### src/rtl/point_stream_fifo.sv
// UART byte stream to point FIFO: hunts for a run of zero bytes, assembles big-endian
// 32-bit point words, and buffers them in a first-word-fall-through FIFO on a valid/ready port.
module point_stream_fifo #(
  parameter int          SYNC_LEN   = 8,
  parameter logic [31:0] END_WORD   = 32'h01010101,
  parameter int          MAX_PTS    = 20000,
  parameter int          DEPTH_LOG2 = 6
) (
  input  logic                  clk,
  input  logic                  reset,
  input  logic                  rx_valid,
  input  logic [7:0]            rx_byte,
  output logic                  pt_valid,
  input  logic                  pt_ready,
  output logic [11:0]           pt_x,
  output logic [11:0]           pt_y,
  output logic                  pt_draw,
  output logic                  frame_active,
  output logic                  frame_done,
  output logic                  frame_abort,
  output logic                  overflow,
  output logic [DEPTH_LOG2:0]   fifo_level
);

  localparam int                  DEPTH     = 1 << DEPTH_LOG2;
  localparam logic [3:0]          SYNC_LAST = 4'(SYNC_LEN - 1);
  localparam logic [14:0]         MAX_CNT   = 15'(MAX_PTS);
  localparam logic [DEPTH_LOG2:0] FULL_LVL  = (DEPTH_LOG2+1)'(DEPTH);

  typedef enum logic {HUNT, RECV} state_t;

  state_t                  state_q, state_d;
  logic [3:0]              zero_cnt_q, zero_cnt_d;
  logic [1:0]              byte_idx_q, byte_idx_d;
  logic [23:0]             word_q, word_d;
  logic [14:0]             pt_cnt_q, pt_cnt_d;
  logic                    overflow_q, overflow_d;
  logic                    done_q, done_d;
  logic                    abort_q, abort_d;
  logic [DEPTH_LOG2-1:0]   wr_ptr_q, wr_ptr_d;
  logic [DEPTH_LOG2-1:0]   rd_ptr_q, rd_ptr_d;
  logic [DEPTH_LOG2:0]     level_q, level_d;
  logic [24:0]             mem_q [DEPTH];

  logic [31:0] full_word;
  logic        push_req, push, pop;

  assign full_word = {word_q, rx_byte};
  assign pop       = (level_q != '0) && pt_ready;

  always_comb begin
    state_d    = state_q;
    zero_cnt_d = zero_cnt_q;
    byte_idx_d = byte_idx_q;
    word_d     = word_q;
    pt_cnt_d   = pt_cnt_q;
    overflow_d = overflow_q;
    done_d     = 1'b0;
    abort_d    = 1'b0;
    push_req   = 1'b0;
    case (state_q)
      HUNT: begin
        if (rx_valid) begin
          if (rx_byte == 8'h00) begin
            if (zero_cnt_q == SYNC_LAST) begin
              state_d    = RECV;
              zero_cnt_d = '0;
              byte_idx_d = '0;
              pt_cnt_d   = '0;
              overflow_d = 1'b0;
            end else begin
              zero_cnt_d = zero_cnt_q + 4'd1;
            end
          end else begin
            zero_cnt_d = '0;
          end
        end
      end
      RECV: begin
        if (rx_valid) begin
          word_d     = full_word[23:0];
          byte_idx_d = byte_idx_q + 2'd1;
          if (byte_idx_q == 2'd3) begin
            if (full_word == END_WORD) begin
              done_d  = 1'b1;
              state_d = HUNT;
            end else begin
              push_req = 1'b1;
              pt_cnt_d = pt_cnt_q + 15'd1;
              // The point that hits the limit is still written.
              if (pt_cnt_d == MAX_CNT) begin
                abort_d = 1'b1;
                state_d = HUNT;
              end
            end
          end
        end
      end
      default: state_d = HUNT;
    endcase

    // A full FIFO still takes the word when the head leaves in the same cycle.
    push = push_req && ((level_q != FULL_LVL) || pop);
    if (push_req && !push) overflow_d = 1'b1;

    wr_ptr_d = wr_ptr_q + DEPTH_LOG2'(push);
    rd_ptr_d = rd_ptr_q + DEPTH_LOG2'(pop);
    level_d  = level_q + (DEPTH_LOG2+1)'(push) - (DEPTH_LOG2+1)'(pop);
  end

  always_ff @(posedge clk) begin
    if (reset) begin
      state_q    <= HUNT;
      zero_cnt_q <= '0;
      byte_idx_q <= '0;
      word_q     <= '0;
      pt_cnt_q   <= '0;
      overflow_q <= 1'b0;
      done_q     <= 1'b0;
      abort_q    <= 1'b0;
      wr_ptr_q   <= '0;
      rd_ptr_q   <= '0;
      level_q    <= '0;
    end else begin
      state_q    <= state_d;
      zero_cnt_q <= zero_cnt_d;
      byte_idx_q <= byte_idx_d;
      word_q     <= word_d;
      pt_cnt_q   <= pt_cnt_d;
      overflow_q <= overflow_d;
      done_q     <= done_d;
      abort_q    <= abort_d;
      wr_ptr_q   <= wr_ptr_d;
      rd_ptr_q   <= rd_ptr_d;
      level_q    <= level_d;
    end
  end

  // Storage needs no reset; the pointers define what is valid.
  always_ff @(posedge clk) begin
    if (push && !reset) mem_q[wr_ptr_q] <= full_word[24:0];
  end

  assign pt_valid                 = (level_q != '0);
  assign {pt_draw, pt_x, pt_y}    = pt_valid ? mem_q[rd_ptr_q] : 25'd0;
  assign frame_active             = (state_q == RECV);
  assign frame_done               = done_q;
  assign frame_abort              = abort_q;
  assign overflow                 = overflow_q;
  assign fifo_level               = level_q;

endmodule

### config.mk
export PLATFORM = sky130hd
export DESIGN_NAME = point_stream_fifo
export DESIGN_NICKNAME = d
export VERILOG_FILES = /design/src/rtl/point_stream_fifo.sv
export SDC_FILE = /design/constraint.sdc
export NUM_CORES = 2
export LEC_CHECK = 0
export ABC_AREA = 1
export CAP_MARGIN = 10
export CORE_ASPECT_RATIO = 1.75
export CORE_MARGIN = 1.5
export CORE_UTILIZATION = 30
export CTS_BUF_LIST = sky130_fd_sc_hd__clkbuf_8
export DETAILED_ROUTE_END_ITERATION = 8
export GPL_TIMING_DRIVEN = 0
export PLACE_DENSITY = 0.43
export SYNTH_ARGS = -nofsm -noshare
export SYNTH_HDL_FRONTEND = slang
export SYNTH_SLANG_ARGS = --single-unit
### constraint.sdc
create_clock -name clk -period 4.25 [get_ports clk]
set_input_delay 0.85 -clock clk [delete_from_list [all_inputs] [get_ports clk]]
set_output_delay 0.85 -clock clk [all_outputs]
set_load 0.01 [all_outputs]
# After elaboration in Yosys (flattened, before gate mapping)
# Memories as Yosys holds them, arrays and structs flattened. A register that Yosys moved wholly into a read port is not among the register bits.
# Index checks and enable logic that the tools add are counted.
# word_totals
regBits	68
latchBits	0
ramBits	1600
romBits	0
inputBits	12
output_inout_bits	37
elab_cells	90
memories	1
# mem_list
name	words	width	read_ports	rd_ports_with_merged_regs	write_ports	line_no	rtl
mem_q	64	25	1	1	1	43	logic [24:0] mem_q [DEPTH];
# classes
addsub	7
n_mul	0
div	0
magnitude_cmp	0
n_eq_ne	12
shift	0
n_mux	37
bitwise	3
n_reduce_logical	19
# op_table
op	count
15-bit two-way mux	6
32-bit by 25-bit equality test with 1-bit output, second input constant	1
15-bit one-hot mux with 2 select lines	1
25-bit two-way mux	1
1-bit two-way mux	20
15-bit by 1-bit adder with 15-bit output, second input constant	1
15-bit equality test, second input constant	1
6-bit by 1-bit adder with 6-bit output	2
2-bit != test, second input constant	5
8-bit zero test	1
2-bit two-way mux	4
4-bit two-way mux	2
4-bit AND reduction	2
7-bit by 1-bit adder with 7-bit output	1
7-bit != test, second input constant	1
7-bit nonzero test	1
7-bit by 1-bit subtractor with 7-bit output	1
6-bit two-way mux	1
6-bit AND reduction	1
2-bit nonzero test	3
5-bit OR reduction	1
4-bit by 1-bit adder with 4-bit output, second input constant	1
4-bit by 3-bit equality test with 1-bit output, second input constant	1
1-bit logical AND	4
10 further kinds	15

# Longest topological paths before layout
# depth
word_depth	10
ltp_mapped	22

# Worst setup path after synthesis
# Ideal clock, no wire load.
# synth_timing
kind	register to register
startpoint	register word_q[9]
endpoint	memory mem_q[10][0], enable pin
setup_ns	0.407
arrival_time_ns	3.274
required_ns	3.843
slack_ns	0.569
path_stages_with_launch	10
path_cell_list	dfxtp_1 > inv_1 > nand2_1 > nor3_1 > and2_4 > nand4_4 > nand3_1 > nor2_4 > nand3_1 > nor2_1
# synth_between
elab_chain_cells	9
# synth_rtl
item	line_no	rtl
from (decl)	35	logic [23:0] word_q, word_d;
from (signal assigned)	128	word_q <= word_d;
32-bit by 25-bit equality test with 1-bit output	84	if (full_word == END_WORD) begin
1-bit two-way mux	84	
1-bit two-way mux	83	if (byte_idx_q == 2'd3) begin
1-bit two-way mux	80	if (rx_valid) begin
1-bit two-way mux	61	case (state_q)
1-bit logical AND	103	push = push_req && ((level_q != FULL_LVL) || pop);
1-bit logical AND	141	if (push && !reset) mem_q[wr_ptr_q] <= full_word[24:0];
1-bit two-way mux	141	
1-bit two-way mux (not written as such)	141	
to (decl)	43	
# No other way between the ends.

==> reports/summary.txt <==
fill count: 22288
MaxCap Viol Count: 0
Post-Syn Nets: 5934
RD Place Congestion: 0.9341
largest net degree at the start of global routing: 65
worst-margin pin slew: 1145 ps
multi-input logic area: 18860 um^2
CTS Hold Bufs: 0
run status: finished with violations
Arrival @ worst endpoint: 3470 ps
Setup Skew: 73.69 ps
GRT overflow: 0
DIE AREA: 232000 um^2
Worst slew margin: 0.2366
Setup violations, final: 4
Synth async-reset ratio: 0
endpoint class of the critical path: primary output
Root Buffer: clkbuf_8
CP Launch Type: flip-flop
Routed WL per cell: 29.94 um
first-pass GRT wire length: 385800 um
Global Route Usage Sum: 0.2427
Cell Chain, Critical Path: buf_12, buf_8, buf_4, nand2_1, nand3_1, nand3_1, nand2_1, nand2_1, nand3_4, nand3_2, a21oi_4, clkdlybuf4s15_2
max incr delay on CP: 390 ps
Worst Path Max Fanout: 10
Synth Instances: 5905
Hold Violations, Final: 0
FMAX: 0.2316 GHz
Final HPWL DP: 201600 um
Yosys reg bits: 1668
io pins: 49
fin crit period: 4317 ps
most common cell after layout, fill and taps aside: nand2_1
Ys Warns: 0
Synth Cell Area: 68710 um^2
Post-Route WL: 286300 um
core region area: 227900 um^2
VDD IR max: 0.3024 mV
period utilization: 1.016
vias in the first global route: 47434
DP Cell Count: 9086
WHS: 322.7 ps
RSZ-0062 raised after global routing: yes
Final ANT Viol Nets: 0
critical path's slowest cell: dfxtp_1
clk slew on worst S/H paths: 70 ps
Lkg Pwr: 29.54 nW
DR iter-0 viols: 4215
Buffers on Ports: 48
H-Tree Depth: 5
share of layout cells above drive strength 1: 0.1794
clk_lat worst skew: 990 ps
die height: 636.1 um
syn avg cell area: 11.64 um^2
Synth Flop Type: edfxtp_1
TritonCTS buffer count: 269
area added between synthesis and finish: 20.79%
worst setup margin: -67.48 ps
drt drc: 0
Storage cell area: 49470 um^2
placed inst area: 75560 um^2
Vias: 48195
clock buffer depth: 4
Final Non-Filler Cells: 9565
Top cell by count, worst path: nand2_1
clock sink count: 1668
Max Slew Vio Count: 0
Via density: 5.039
failing checks: setup timing
most frequent cells in the layout: 2021 x nand2_1, 1600 x edfxtp_1, 1227 x nand3_1
Die Width: 364.8 um
WP data required: 3400 ps
post-synthesis sequential area ratio: 0.7191
DRT Pass-1 Iters: 6
worst min path class: input pin to flip-flop
post-synth cell types: 43
initial antenna violation count: 17
initial core utilization: 0.3015
NumNets Final: 6362
CTS tree: yes
# rows: 232
PD cells: 506.9 nW/um^2
crit path kind: flip-flop to primary output
number of enable flip-flop cells after synthesis: 1600
fin area: 83000 um^2
==> per-layer routing <==
layer / global-route usage / vias up / wire length (um)
li1: - / 21616 / -
met1: 0.2628 / 24251 / 101400
met2: 0.4400 / 1764 / 149800
met3: 0.03240 / 564 / 13960
met4: 0.1549 / 0 / 21220
met5: 0 / - / 0
==> repair_timing <==
action,4_1_cts,5_1_grt
gates resized for setup,566,98
buffers inserted,6,10
endpoints found under the setup margin,26,29
pin swaps,55,38
gates cloned,1,2
==> cells by family (layout without fill, tap and decap cells) <==
kind of cell / Yosys count / count (layout) / share of synthesized area
flops: 1668 / 1668 / 0.7191
xor+xnor: 3 / 3 / 0.0003825
buf+inv: 442 / 1053 / 0.03873
other cells: 0 / 7 / 0
fa+ha+maj: 17 / 17 / 0.003205
compound gates: 151 / 151 / 0.01433
simple gates: 3624 / 3624 / 0.2243
==> cell usage after synthesis (3+ instances only) <==
cell	count	area, um^2
o21ai_0	41	205.2
ha_1	16	200.2
nand2_1	2084	7823
buf_8	5	75.07
nor2_1	155	581.8
buf_6	56	630.6
o211ai_1	6	45.04
nor3_1	7	35.03
a21oi_2	13	113.9
buf_1	19	71.32
nand3_1	1352	6766
nand2_2	3	18.77
buf_4	88	660.6
a21oi_1	65	325.3
buf_2	146	730.7
nand4_1	5	31.28
clkbuf_1	55	206.5
xor2_1	3	26.28
inv_1	69	259.0
nor4_1	3	18.77
edfxtp_1	1600	48050
dfxtp_1	68	1361
o211ai_2	20	250.2
==> flip-flops by register name, indices dropped and copies added, names as in the netlist <==
name	flops
frame_abort	1
byte_idx_q	2
frame_done	1
rd_ptr_q	6
zero_cnt_q	4
fifo_level	7
overflow	1
wr_ptr_q	6
pt_cnt_q	15
mem_q	1600
word_q	24
frame_active	1
==> through the flow <==
stage                TNS, ps  worst slack (ps)  power [W]    util
finish                -146.3            -67.48    0.04207  0.3642
global placement    -8214730             -5630    0.02795  0.3203
global route          -665.9            -111.8    0.04352  0.3642
floorplan                  0             568.8    0.02355       -
detailed placement   -381970            -583.3    0.02798  0.3316
CTS                    -1341            -118.3    0.04202  0.3622
==> where the power goes <==
group	internal, W	leakage (nW)	switching (W)
Sequential	0.0178	14.5	0.0000343
Clock	0.00666	2.78	0.00666
Combinational	0.00335	12.3	0.00754
Total	0.0278	29.5	0.0142
==> cell type report <==
type | count | area share
plain buffers | 368 | 0.03648
diodes | 7 | 0.0002111
flip-flops and latches | 1668 | 0.5961
multi-input cells | 3795 | 0.2273
clock buffers | 281 | 0.04660
repair buffers | 158 | 0.03217
inverters | 73 | 0.003543
clock inverters | 173 | 0.01180
well taps | 3042 | 0.04586
==> critical path, delay by kind of cell (launching register included) <==
family,cells,cell delay [ps]
buf+inv,4,960
compound gates,1,220
simple gates,7,910
flops,1,390
==> path summary, 6_finish.rpt <==
check	start	end	slack [ps]	cells past startpoint
worst max-delay path	rd_ptr_q[0]	pt_y[9]	-70	12
worst min-delay path	rx_byte[6]	mem_q[61][6]	320	1
worst max register to register	word_q[4]	mem_q[43][12]	150	10
worst min register to register	word_q[23]	word_q[23]	460	2
Note: power is estimated with default switching activity, not from simulation.
